## config.mk

```make
export PLATFORM = sky130hd
export DESIGN_NAME = store_buffer
export DESIGN_NICKNAME = d
export VERILOG_FILES = /design/src/rtl/mem_pkg.sv /design/src/rtl/sb_fifo.sv /design/src/rtl/store_buffer.sv
export SDC_FILE = /design/constraint.sdc
export NUM_CORES = 1
export LEC_CHECK = 0
export BUFFER_PORTS_ARGS = -buffer_cell sky130_fd_sc_hd__buf_2
export CAP_MARGIN = 5
export CORE_AREA = 3 3 175 177
export CTS_CLUSTER_SIZE = 24
export DETAILED_ROUTE_END_ITERATION = 8
export DIE_AREA = 0 0 178 180
export GPL_TIMING_DRIVEN = 0
export HOLD_SLACK_MARGIN = 0.02
export MAX_ROUTING_LAYER = met4
export PLACE_DENSITY = 0.64
export SETUP_SLACK_MARGIN = 0.02
export SYNTH_ARGS = -nofsm -noshare
export SYNTH_HDL_FRONTEND = slang
export SYNTH_HIERARCHICAL = 1
export SYNTH_SLANG_ARGS = --single-unit
```

## constraint.sdc

```tcl
create_clock -name clk -period 5.1 [get_ports clk]
set_input_delay 0.765 -clock clk [delete_from_list [all_inputs] [get_ports clk]]
set_output_delay 0.765 -clock clk [all_outputs]
set_load 0.005 [all_outputs]
```

## src/rtl/mem_pkg.sv

```systemverilog
// Shared memory-access types for the store buffer: access size encoding,
// pending-store entry layout and the alignment rule.
package mem_pkg;

    typedef enum logic [1:0] {
        BYTE = 2'b00,
        HALF = 2'b01,
        WORD = 2'b10
    } mem_size_e;

    typedef struct packed {
        logic [31:0] addr;
        logic [31:0] wdata;
        mem_size_e   size;
    } sb_entry_t;

    // Halves need an even address, words need a word-aligned address.
    function automatic logic is_misaligned(input logic [1:0] addr_lo, input logic [1:0] size);
        logic mis;
        case (size)
            2'b01:   mis = addr_lo[0];
            2'b10:   mis = (addr_lo != 2'b00);
            default: mis = 1'b0;
        endcase
        return mis;
    endfunction

endpackage

```

## src/rtl/sb_fifo.sv

```systemverilog
// Pending-store storage for the store buffer: circular FIFO with per-entry
// valid bits and a word-granular address match across all valid entries.
module sb_fifo
    import mem_pkg::*;
#(
    parameter int DEPTH = 4,
    parameter int CNT_W = $clog2(DEPTH + 1)
) (
    input  logic             clk,
    input  logic             reset,
    input  logic             push,
    input  sb_entry_t        push_entry,
    input  logic             pop,
    output sb_entry_t        head_entry,
    output logic [CNT_W-1:0] count,
    input  logic [29:0]      match_word,
    output logic             match
);

    localparam int PTR_W = $clog2(DEPTH);
    localparam logic [PTR_W-1:0] PTR_ONE = PTR_W'(1);
    localparam logic [CNT_W-1:0] CNT_ONE = CNT_W'(1);

    sb_entry_t        entries_r [DEPTH];
    logic [DEPTH-1:0] valid_r;
    logic [PTR_W-1:0] head_r;
    logic [PTR_W-1:0] tail_r;
    logic [CNT_W-1:0] count_r;

    // Pointers, occupancy and valid bits; pointers wrap since DEPTH is a power of two.
    always_ff @(posedge clk) begin
        if (reset) begin
            head_r  <= '0;
            tail_r  <= '0;
            count_r <= '0;
            valid_r <= '0;
        end else begin
            if (push) begin
                valid_r[tail_r] <= 1'b1;
                tail_r          <= tail_r + PTR_ONE;
            end
            if (pop) begin
                valid_r[head_r] <= 1'b0;
                head_r          <= head_r + PTR_ONE;
            end
            case ({push, pop})
                2'b10:   count_r <= count_r + CNT_ONE;
                2'b01:   count_r <= count_r - CNT_ONE;
                default: count_r <= count_r;
            endcase
        end
    end

    // Entry payload; contents are only meaningful where the valid bit is set.
    always_ff @(posedge clk) begin
        if (push) begin
            entries_r[tail_r] <= push_entry;
        end
    end

    // Word-granular hazard search over every valid entry.
    always_comb begin
        match = 1'b0;
        for (int i = 0; i < DEPTH; i++) begin
            if (valid_r[i] && (entries_r[i].addr[31:2] == match_word)) begin
                match = 1'b1;
            end else begin
                match = match;
            end
        end
    end

    assign head_entry = entries_r[head_r];
    assign count      = count_r;

endmodule

```

## src/rtl/store_buffer.sv

```systemverilog
// Store buffer between core and data memory: queues aligned stores, gives
// non-hazarding loads port priority and drains stores in FIFO order.
// Optional STORE_BUFFER_BYPASS_EN writes a store straight through when empty.
module store_buffer
    import mem_pkg::*;
#(
    parameter int DEPTH = 4
) (
    input  logic                       clk,
    input  logic                       reset,
    input  logic                       st_valid,
    output logic                       st_ready,
    input  logic [31:0]                st_addr,
    input  logic [31:0]                st_wdata,
    input  logic [1:0]                 st_size,
    output logic                       st_misaligned,
    input  logic                       ld_valid,
    input  logic [31:0]                ld_addr,
    input  logic [1:0]                 ld_size,
    input  logic                       ld_signed,
    output logic                       ld_stall,
    input  logic                       flush,
    output logic                       drained,
    output logic [$clog2(DEPTH+1)-1:0] count,
    output logic [31:0]                mem_addr,
    output logic [31:0]                mem_wdata,
    output logic [1:0]                 mem_size,
    output logic                       mem_signed,
    output logic                       mem_memread,
    output logic                       mem_memwrite
);

    localparam int CNT_W = $clog2(DEPTH + 1);
    localparam logic [CNT_W-1:0] FULL_CNT = CNT_W'(DEPTH);

    logic      misaligned_s;
    logic      accept_s;
    logic      load_issue_s;
    logic      drain_s;
    logic      bypass_s;
    logic      push_s;
    logic      match_s;
    sb_entry_t head_s;
    sb_entry_t push_entry_s;

    assign misaligned_s  = is_misaligned(st_addr[1:0], st_size);
    assign st_misaligned = st_valid && misaligned_s;
    assign st_ready      = !flush && (count < FULL_CNT);
    assign accept_s      = st_valid && st_ready && !misaligned_s;

    assign ld_stall      = ld_valid && match_s;
    assign load_issue_s  = ld_valid && !ld_stall;
    // Draining continues under a stalled load so the hazard always clears.
    assign drain_s       = !load_issue_s && (count != '0);
    assign drained       = (count == '0);

`ifdef STORE_BUFFER_BYPASS_EN
    assign bypass_s = accept_s && !load_issue_s && (count == '0);
`else
    assign bypass_s = 1'b0;
`endif

    assign push_s       = accept_s && !bypass_s;
    assign push_entry_s = '{addr: st_addr, wdata: st_wdata, size: mem_size_e'(st_size)};

    sb_fifo #(
        .DEPTH (DEPTH),
        .CNT_W (CNT_W)
    ) u_fifo (
        .clk        (clk),
        .reset      (reset),
        .push       (push_s),
        .push_entry (push_entry_s),
        .pop        (drain_s),
        .head_entry (head_s),
        .count      (count),
        .match_word (ld_addr[31:2]),
        .match      (match_s)
    );

    // Memory port arbitration: load first, then head-of-queue drain, then bypass.
    always_comb begin
        mem_addr     = 32'h0000_0000;
        mem_wdata    = 32'h0000_0000;
        mem_size     = 2'b00;
        mem_signed   = 1'b0;
        mem_memread  = 1'b0;
        mem_memwrite = 1'b0;
        if (load_issue_s) begin
            mem_addr    = ld_addr;
            mem_size    = ld_size;
            mem_signed  = ld_signed;
            mem_memread = 1'b1;
        end else if (drain_s) begin
            mem_addr     = head_s.addr;
            mem_wdata    = head_s.wdata;
            mem_size     = head_s.size;
            mem_memwrite = 1'b1;
        end else if (bypass_s) begin
            mem_addr     = st_addr;
            mem_wdata    = st_wdata;
            mem_size     = st_size;
            mem_memwrite = 1'b1;
        end else begin
            mem_memwrite = 1'b0;
        end
    end

endmodule

```

==> flow_metrics.env, run 1 <==
export IMPL_grt_start_max_net_pins=43
export IMPL_ios=182
export IMPL_worst_slew_pin_transition_ns=0.664
export IMPL_avgViaCountPerCell=5.45
export IMPL_grt_first_pass_wirelength_mm=46.9
export IMPL_final_area_um2=15000
export IMPL_post_cts_buffers=0
export IMPL_critPathBufInv=5
export IMPL_drtPass1Iterations=5
export IMPL_leakagePower_nw=5.34
export IMPL_synth_top_family_by_area="multiplexers"
export IMPL_ant_nets=0
export IMPL_hold_path_class="input port to register"
export IMPL_critPathMaxStageDelay_ns=0.51
export IMPL_crit_type="input port to output pin"
export IMPL_relSlewSlack=0.553
export IMPL_total_power_mw=6.12
export IMPL_critical_path_cell_chain="buf_2, clkbuf_2, xnor2_1, nand4_1, nor4_1, nand4_1, nand4_1, nand2b_1, buf_4, buf_2, a31o_1, buf_2"
export IMPL_fin_tns_setup_ns=0
export IMPL_maxCapViolCount=0
export IMPL_htreeDepth=1
export IMPL_first_iter_violations=583
export IMPL_cts_tree="done"
export IMPL_yosys_warnings=6
export IMPL_async_flop_share=0
export IMPL_crit_path_start="ld_addr[25]"
export IMPL_p_clk_frac=0.322
export IMPL_power_density_nw_per_um2=409
export IMPL_crit_path_top_delay_cell="nor4_1"
export IMPL_status="finished, final reports clean"
export IMPL_drc=0
export IMPL_intPower_mw=4.47
export IMPL_vdd_drop_max_v=0.000289
export IMPL_start_kind="input port"
export IMPL_initial_core_util=0.428
export IMPL_critPathRequiredTime_ns=4.34
export IMPL_netlist_area_um2=12600
export IMPL_setup_viol=0
export IMPL_max_freq_ghz=0.207
export IMPL_pwr_share_seq=0.431
export IMPL_slew_violations=0
export IMPL_avgSynthCellArea_um2=17.3
export IMPL_dieArea_um2=32000
export IMPL_worstSkewPairLatency_ns=0.55
export IMPL_syn2layout_area_growth_pct=19.1
export IMPL_cts_root_buf="clkbuf_16"
export IMPL_synth_most_common_cell="edfxtp_1"
export IMPL_numCtsBuffers=30
export IMPL_critPathMaxFanout=10
export IMPL_dpl_hpwl_mm=22.2
export IMPL_synth_fa_ha_area_frac=0.0125
export IMPL_io_buffers=181
export IMPL_netlist_top_cells_count="edfxtp_1 (264), xnor2_1 (78), mux4_2 (66)"
export IMPL_clock_sinks=277
export IMPL_avgRoutedWirePerCell_um=23.7
export IMPL_dpl_cell_area_um2=14100
export IMPL_holdBufCountCts=0
export IMPL_wl_met3_mm=2.83
export IMPL_synth_cell_type_count=33
export IMPL_fin_skew_ns=0.00787
export IMPL_final_util=0.509
export IMPL_netSwitchingFraction=0.270
export IMPL_die_w_um=178
export IMPL_pwr_share_comb=0.248
export IMPL_rsz0062_at_grt="false"
export IMPL_synth_flop_cell="edfxtp_1"
export IMPL_final_hold_viol_count=0
export IMPL_final_nets=1061
export IMPL_ys_seq_area_frac=0.651
export IMPL_maxUsedRoutingLayer="met4"
export IMPL_synth_top_area_frac=0.631
export IMPL_core_area_um2=29400
export IMPL_fin_crit_sh=0.948
export IMPL_clockBufferDepth=3
export IMPL_m1WireLength_mm=13.2
export IMPL_post_route_min_period_ns=4.83
export IMPL_hold_start="st_addr[22]"
export IMPL_post_cts_resized=0
export IMPL_dr_total_vias=7385
export IMPL_synthXorXnorAreaFrac=0.0864
export IMPL_grt_overflow=0
export IMPL_yosysTopAreaCell="edfxtp_1"
export IMPL_gp_congestion=0.900
export IMPL_wl_met2_mm=15.2
export IMPL_end_kind="output pin"
export IMPL_ys_ff_latch=277
export IMPL_rr_startpoint="u_fifo/entries_r[0][59]$_DFFE_PP_"
export IMPL_wirelength_mm=32.1
export IMPL_die_h_um=180
export IMPL_synth_nets=844
export IMPL_layout_drive_gt1_share=0.345
export IMPL_path_delay_family="simple AND/OR/NAND/NOR gates"
export IMPL_synth_area_leaders="edfxtp_1 (63%), mux4_2 (12%), xnor2_1 (5.4%)"
export IMPL_antenna_found_initial=5
export IMPL_globalRouteTotalUtil=0.203
export IMPL_synthMuxAreaShare=0.120
export IMPL_critPathArrivalTime_ns=4.07
export IMPL_power_switching_mw=1.65
export IMPL_synth_cells=726
export IMPL_synth_edf_count=264
export IMPL_synth_compound_area_share=0.0308
export IMPL_rows=63
export IMPL_yosys_area_share_simple=0.0696
export IMPL_first_global_vias=7539
export IMPL_path_clk_slew_ns=0.06
[sequential cells by signal, indices dropped and copies added (netlist names), named ones only]
register / count
u_fifo/tail_r: 2
u_fifo/entries_r: 264
u_fifo/count: 3
u_fifo/head_r: 2
u_fifo/valid_r: 4
[cell families after synthesis]
logic type | Yosys count
buffers and inverters | 67
and+or+nand+nor | 130
muxes | 68
adders and majority gates | 12
AOI/OAI and AO/OA | 48
DFF | 277
xor gates and xnor gates | 124
[routing by layer]
| metal | up-vias | track usage |
|---|---|---|
| met2 | 335 | 0.315 |
| met3 | 48 | 0.0553 |
| li1 | 3305 | - |
| met4 | 0 | 0.0525 |
| met5 | - | - |
| met1 | 3697 | 0.266 |
[power groups by stage]
stage | Combinational (mW) | Sequential [mW] | Clock (mW)
CTS | 1.54 | 2.64 | 2.01
global placement | 1.52 | 2.69 | 0
global route | 1.63 | 2.65 | 2.10
finish | 1.52 | 2.64 | 1.97
floorplan | 0.991 | 2.68 | 0
detailed placement | 1.53 | 2.68 | 0
[final timing paths]
check / slack, ns / endpoint / depth (start not counted)
worst max-delay path: 0.27 / mem_addr[15] / 12
worst min-delay path: 0.43 / u_fifo/entries_r[2][56]$_DFFE_PP_ / 1
worst max register to register: 0.54 / u_fifo/count[2]$_SDFFE_PP0P_ / 15
worst min register to register: 0.49 / u_fifo/valid_r[1]$_SDFF_PP0_ / 1
[layout by cell type (no fill, tap or decap), types with 27 or more instances in the layout]
cell type | synthesis | routed
and3b_1 | 34 | 34
xnor2_1 | 78 | 78
and3_1 | 32 | 32
clkbuf_1 | 19 | 28
a31o_1 | 27 | 27
edfxtp_1 | 264 | 264
mux4_2 | 66 | 66
xor2_1 | 46 | 46
clkbuf_16 | 0 | 31
buf_2 | 12 | 193
[metrics by stage]
| stage | setup slack (ns) | std cells | hold WS, ns |
|---|---|---|---|
| floorplan | 1.56 | 726 | 0.440 |
| global placement | 0.00694 | 1297 | 0.472 |
| detailed placement | 0.0238 | 1301 | 0.475 |
| CTS | 0.290 | 1351 | 0.411 |
| global route | 0.140 | 1356 | 0.417 |
| finish | 0.266 | 1356 | 0.432 |
[layout make-up]
class                           instances  area (um2)
Fill cell                            2440       14400
Sequential cell                       277        8190
Multi-Input combinational cell        382        4020
Timing Repair Buffer                  185        1010
Clock buffer                           40         810
Tap cell                              390         488
Buffer                                 54         322
Clock inverter                         10        67.6
Inverter                               13        48.8
Antenna cell                            5        12.5
Note: power is estimated with default switching activity, not from simulation.
==> run 2: changes to the inputs <==
==> constraint.sdc (replaced) <==
create_clock -name clk -period 4.88 [get_ports clk]
set_input_delay 0.732 -clock clk [delete_from_list [all_inputs] [get_ports clk]]
set_output_delay 0.732 -clock clk [all_outputs]
set_load 0.005 [all_outputs]
==> flow_metrics.env, run 2 (synthesis gave the netlist of run 1 again) <==
export IMPL_fin_skew_ns=0.00788
export IMPL_cts_root_buf="clkbuf_16"
export IMPL_critPathMaxFanout=10
export IMPL_power_switching_mw=1.73
export IMPL_ios=182
export IMPL_path_clk_slew_ns=0.06
export IMPL_die_h_um=180
export IMPL_hold_path_class="input port to register"
export IMPL_critPathRequiredTime_ns=4.15
export IMPL_clock_sinks=277
export IMPL_die_w_um=178
export IMPL_wirelength_mm=32.2
export IMPL_slew_violations=0
export IMPL_vdd_drop_max_v=0.000302
export IMPL_drtPass1Iterations=5
export IMPL_initial_core_util=0.428
export IMPL_antenna_found_initial=5
export IMPL_worstSkewPairLatency_ns=0.55
export IMPL_first_iter_violations=571
export IMPL_holdBufCountCts=0
export IMPL_nFillCells=2438
export IMPL_post_route_min_period_ns=4.62
export IMPL_intPower_mw=4.67
export IMPL_final_nets=1061
export IMPL_setup_viol=0
export IMPL_crit_type="input port to output pin"
export IMPL_status="finished, final reports clean"
export IMPL_numCtsBuffers=30
export IMPL_final_cell_mix="edfxtp_1 (264), buf_2 (193), xnor2_1 (78)"
export IMPL_globalRouteTotalUtil=0.203
export IMPL_dr_total_vias=7367
export IMPL_power_density_nw_per_um2=428
export IMPL_worst_slew_pin_transition_ns=0.664
export IMPL_grt_first_pass_wirelength_mm=46.9
export IMPL_first_global_vias=7539
export IMPL_grt_start_max_net_pins=43
export IMPL_htreeDepth=1
export IMPL_max_flop_register="u_fifo/entries_r"
export IMPL_dpl_hpwl_mm=22.2
export IMPL_cts_tree="done"
export IMPL_avgViaCountPerCell=5.43
export IMPL_syn2layout_area_growth_pct=19.1
export IMPL_avgRoutedWirePerCell_um=23.7
export IMPL_rows=63
export IMPL_start_kind="input port"
export IMPL_leakagePower_nw=5.34
export IMPL_core_area_um2=29400
export IMPL_netSwitchingFraction=0.270
export IMPL_layout_area_seq_um2=8190
export IMPL_fin_crit_sh=0.947
export IMPL_gp_congestion=0.900
export IMPL_end_kind="output pin"
export IMPL_p_clk_frac=0.322
export IMPL_multi_input_area_um2=4030
export IMPL_ant_nets=0
export IMPL_grt_overflow=0
export IMPL_critPathArrivalTime_ns=3.89
export IMPL_drc=0
export IMPL_max_freq_ghz=0.216
export IMPL_layout_drive_gt1_share=0.347
export IMPL_largest_register_ffs=264
export IMPL_maxCapViolCount=0
export IMPL_pwr_share_seq=0.431
export IMPL_finalHoldWorstSlack_ns=0.399
export IMPL_dieArea_um2=32000
export IMPL_final_util=0.509
export IMPL_pwr_share_comb=0.248
export IMPL_final_hold_viol_count=0
export IMPL_mostFrequentLayoutCell="edfxtp_1"
export IMPL_rsz0062_at_grt="false"
export IMPL_clockBufferDepth=3
export IMPL_io_buffers=181
export IMPL_relSlewSlack=0.554
run 2: final timing paths:
| path | startpoint | slack, ns | cells after the start | to |
|---|---|---|---|---|
| setup / recovery | ld_addr[25] | 0.26 | 12 | mem_addr[15] |
| hold reg to reg | u_fifo/valid_r[1]$_SDFF_PP0_ | 0.49 | 1 | u_fifo/valid_r[1]$_SDFF_PP0_ |
| setup reg to reg | u_fifo/entries_r[0][59]$_DFFE_PP_ | 0.46 | 15 | u_fifo/count[2]$_SDFFE_PP0P_ |
| hold / removal | st_addr[22] | 0.40 | 1 | u_fifo/entries_r[2][56]$_DFFE_PP_ |
run 2: metal layers:
metal | vias up | GRT usage | wire [um]
met5 | - | - | 0
met4 | 0 | 0.0525 | 844
met3 | 48 | 0.0553 | 2760
met2 | 323 | 0.315 | 15200
met1 | 3690 | 0.266 | 13300
li1 | 3306 | - | -
run 2: critical path: stages:
cell and delay (ns):
buf_2 0.10, clkbuf_2 0.14, xnor2_1 0.44, nand4_1 0.25, nor4_2 0.35, nand4_1 0.16
nand4_1 0.43, nand2b_1 0.26, buf_4 0.27, buf_2 0.33, a31o_1 0.26, buf_2 0.14
run 2: area by class of cell:
cell class / count / share of cell area
antenna: 5 / 0.000836
buffer: 54 / 0.0215
clock buffer: 40 / 0.0541
clock inverter: 10 / 0.00451
inverter: 13 / 0.00326
multi-input combinational: 382 / 0.269
sequential: 277 / 0.547
tap: 390 / 0.0326
timing repair buffer: 185 / 0.0674
run 2: through the flow:
step / std cells / TNS, ns / total power [mW] / cell area (um2) / setup WS (ns)
after floorplan: 726 / 0 / 3.83 / 12600 / 1.37
after global placement: 1297 / -33.54 / 4.40 / 14000 / -0.180
after detailed placement: 1301 / -0.163 / 4.40 / 14100 / -0.163
after CTS: 1351 / 0 / 6.47 / 15000 / 0.133
after global routing: 1356 / 0 / 6.67 / 15000 / 0.146
final: 1356 / 0 / 6.40 / 15000 / 0.257
run 2: power groups by stage:
stage	clock [mW]	combinational (mW)	sequential [mW]
global route	2.19	1.71	2.76
detailed placement	0	1.60	2.81
floorplan	0	1.04	2.80
finish	2.06	1.59	2.76
CTS	2.10	1.61	2.76
global placement	0	1.58	2.81
run 2: repair_timing:
item / CTS / global route
setup endpoints to repair: 0 / 2
hold endpoints to repair: 0 / 0
setup buffers: 0 / 0
gates resized for setup: 0 / 1
==> run 3: changes to the inputs <==
--- a/config.mk
+++ b/config.mk
@@ -5,16 +5,17 @@
 export SDC_FILE = /design/constraint.sdc
 export NUM_CORES = 1
 export LEC_CHECK = 0
+export ABC_AREA = 1
 export BUFFER_PORTS_ARGS = -buffer_cell sky130_fd_sc_hd__buf_2
 export CAP_MARGIN = 5
-export CORE_AREA = 3 3 175 177
+export CORE_AREA = 3 3 182 184
 export CTS_CLUSTER_SIZE = 24
 export DETAILED_ROUTE_END_ITERATION = 8
-export DIE_AREA = 0 0 178 180
+export DIE_AREA = 0 0 185 187
 export GPL_TIMING_DRIVEN = 0
 export HOLD_SLACK_MARGIN = 0.02
 export MAX_ROUTING_LAYER = met4
-export PLACE_DENSITY = 0.64
+export PLACE_DENSITY = 0.63
 export SETUP_SLACK_MARGIN = 0.02
 export SYNTH_ARGS = -nofsm -noshare
 export SYNTH_HDL_FRONTEND = slang
==> flow_metrics.env, run 3 <==
export IMPL_endpoint="mem_memwrite"
export IMPL_first_iter_violations=806
export IMPL_synth_most_common_cell="nand2_1"
export IMPL_path_clk_slew_ns=0.06
export IMPL_cts_tree="done"
export IMPL_fin_skew_ns=0.0169
export IMPL_dieArea_um2=34600
export IMPL_critPathRequiredTime_ns=4.15
export IMPL_grt_overflow=0
export IMPL_ys_seq_area_frac=0.605
export IMPL_r2r_end="u_fifo/count[2]$_SDFFE_PP0P_"
export IMPL_synth_fa_ha_area_frac=0.0116
export IMPL_die_h_um=187
export IMPL_io_buffers=181
export IMPL_drc=0
export IMPL_pwr_share_comb=0.319
export IMPL_yosysTopAreaCell="edfxtp_1"
export IMPL_initial_core_util=0.429
export IMPL_crit_path_start="u_fifo/entries_r[0][47]$_DFFE_PP_"
export IMPL_worst_slew_pin_transition_ns=0.746
export IMPL_core_area_um2=31600
export IMPL_synth_cells=1459
export IMPL_max_freq_ghz=0.268
export IMPL_ys_ff_latch=277
export IMPL_cpMostUsedCell="nor2_1"
export IMPL_fin_crit_sh=0.765
export IMPL_synthMuxAreaShare=0
export IMPL_holdBufCountCts=0
export IMPL_vdd_drop_max_v=0.000264
export IMPL_async_flop_share=0
export IMPL_use_met3=0.0352
export IMPL_drtPass1Iterations=5
export IMPL_synth_top_family_by_area="simple AND/OR/NAND/NOR gates"
export IMPL_synth_flop_cell="edfxtp_1"
export IMPL_post_cts_buffers=0
export IMPL_clockBufferDepth=3
export IMPL_start_kind="register"
export IMPL_synth_compound_area_share=0.104
export IMPL_yosys_warnings=6
export IMPL_avgRoutedWirePerCell_um=20.0
export IMPL_rr_startpoint="u_fifo/entries_r[0][47]$_DFFE_PP_"
export IMPL_setup_slack_ns=1.15
export IMPL_final_nets=1794
export IMPL_p_clk_frac=0.311
export IMPL_cts_root_buf="clkbuf_16"
export IMPL_post_cts_resized=0
export IMPL_first_global_vias=10600
export IMPL_fin_tns_setup_ns=0
export IMPL_grt_start_max_net_pins=52
export IMPL_hold_path_class="input port to register"
export IMPL_rsz0062_at_grt="false"
export IMPL_clock_sinks=277
export IMPL_antenna_found_initial=5
export IMPL_gp_congestion=0.938
export IMPL_total_power_mw=7.52
export IMPL_avgSynthCellArea_um2=9.28
export IMPL_critPathMaxFanout=10
export IMPL_die_w_um=185
export IMPL_reg2reg_setup_slack_ns=1.39
export IMPL_place_inst=2046
export IMPL_crit_type="register to output pin"
export IMPL_worstSkewPairLatency_ns=0.55
export IMPL_dpl_hpwl_mm=29.1
export IMPL_use_met2=0.404
export IMPL_stdcell_count=2108
export IMPL_netlist_top_cells_count="nand2_1 (402), edfxtp_1 (264), nor2_1 (172)"
export IMPL_power_density_nw_per_um2=467
export IMPL_synth_top_area_frac=0.586
export IMPL_slew_violations=0
export IMPL_synth_nets=1577
export IMPL_power_switching_mw=2.63
export IMPL_synth_area_leaders="edfxtp_1 (59%), nand2_1 (11%), nor2_1 (4.8%)"
export IMPL_status="finished, final reports clean"
export IMPL_critical_path_cell_chain="xnor2_1, nand3_1, nor2_1, nand2_1, nor2_1, nor2_1, nand2_1, inv_1, nand2_4, nand2_8, buf_8, inv_1, buf_2"
export IMPL_maxCapViolCount=0
export IMPL_final_hold_viol_count=0
export IMPL_pwr_share_seq=0.370
export IMPL_critPathArrivalTime_ns=3.00
export IMPL_busiest_layer="met2"
export IMPL_dr_total_vias=11000
export IMPL_pre_cts_ws_ns=0.905
export IMPL_rows=65
export IMPL_syn2layout_area_growth_pct=19.0
export IMPL_end_kind="output pin"
export IMPL_avgViaCountPerCell=5.20
export IMPL_htreeDepth=1
export IMPL_yosys_area_share_simple=0.195
export IMPL_intPower_mw=4.90
export IMPL_netSwitchingFraction=0.349
export IMPL_numCtsBuffers=30
export IMPL_layout_drive_gt1_share=0.192
export IMPL_globalRouteTotalUtil=0.245
export IMPL_ant_nets=0
export IMPL_critPathMaxStageDelay_ns=0.41
export IMPL_ios=182
export IMPL_leakagePower_nw=7.04
export IMPL_netlist_area_um2=13500
export IMPL_post_route_min_period_ns=3.73
export IMPL_crit_path_top_delay_cell="edfxtp_1"
export IMPL_setup_viol=0
export IMPL_mostFrequentLayoutCell="nand2_1"
export IMPL_final_util=0.510
export IMPL_largest_register_ffs=264
export IMPL_use_met1=0.318
export IMPL_synth_cell_type_count=30
export IMPL_r2r_cells=19
export IMPL_final_cell_mix="nand2_1 (402), edfxtp_1 (264), buf_2 (205)"
export IMPL_wirelength_mm=42.1
export IMPL_relSlewSlack=0.503
export IMPL_grt_first_pass_wirelength_mm=62.4
export IMPL_synth_edf_count=264
export IMPL_max_flop_register="u_fifo/entries_r"
export IMPL_synthXorXnorAreaFrac=0.00906
## run 3: cell count changes in the layout (fill, tap and decap cells not counted), moves of 38 or more
cell     delta
inv_1     +147
nand3_1    +38
xnor2_1    -70
xor2_1     -40
mux4_2     -66
nand2_1   +401
o21ai_0   +125
nor2_1    +161
a21oi_1    +85
## run 3: worst max-delay path: cells and delay by family (launching register included)
kind	cells	cell delay, ns
xor gates and xnor gates	1	0.30
buffers and inverters	4	0.67
DFF	1	0.41
and+or+nand+nor	8	1.03
## run 3: cells by family (layout without fill, tap and decap cells)
family | count (synthesis) | after routing
AND/OR/NAND/NOR | 654 | 654
flip-flops | 277 | 277
AO/OA/AOI/OAI | 269 | 269
buffers and inverters | 233 | 474
XOR/XNOR | 14 | 14
adder cells (fa/ha/maj) | 12 | 12
other | 0 | 6
## run 3: worst min-delay path by stage
stage / depth (start not counted) / start / end / slack [ns]
2_1_floorplan: 2 / u_fifo/valid_r[0]$_SDFF_PP0_ / u_fifo/valid_r[0]$_SDFF_PP0_ / 0.47
5_1_grt: 2 / reset / u_fifo/tail_r[1]$_SDFFE_PP0P_ / 0.37
3_5_place_dp: 2 / u_fifo/valid_r[1]$_SDFF_PP0_ / u_fifo/valid_r[1]$_SDFF_PP0_ / 0.49
6_report: 2 / reset / u_fifo/tail_r[1]$_SDFFE_PP0P_ / 0.37
3_3_place_gp: 2 / u_fifo/tail_r[0]$_SDFFE_PP0P_ / u_fifo/tail_r[0]$_SDFFE_PP0P_ / 0.49
4_1_cts: 2 / reset / u_fifo/tail_r[1]$_SDFFE_PP0P_ / 0.35
## run 3: layout make-up
cell class,count,area (um2)
antenna,6,15.0
buffer,56,342
clock buffer,34,787
clock inverter,22,235
fill,2945,15400
inverter,177,682
multi-input combinational,949,4340
sequential,277,8190
tap,402,503
timing repair buffer,185,1020
## run 3: power groups by stage
stage | Combinational [mW] | Sequential, mW | Clock (mW)
global route | 2.64 | 2.79 | 2.48
finish | 2.40 | 2.78 | 2.34
global placement | 2.34 | 2.84 | 0
CTS | 2.40 | 2.78 | 2.39
detailed placement | 2.39 | 2.83 | 0
floorplan | 1.44 | 2.82 | 0
## run 3: routing by layer
layer | share of wire | vias up
met5 | 0 | -
li1 | - | 5265
met1 | 0.41 | 5178
met2 | 0.49 | 442
met3 | 0.077 | 76
met4 | 0.026 | 0
## run 3: stage by stage
stage | hold WS (ns) | instance area, um2
final | 0.368 | 16100
after global routing | 0.373 | 16100
after CTS | 0.349 | 16100
after detailed placement | 0.494 | 15100
after global placement | 0.490 | 14900
after floorplan | 0.471 | 13500
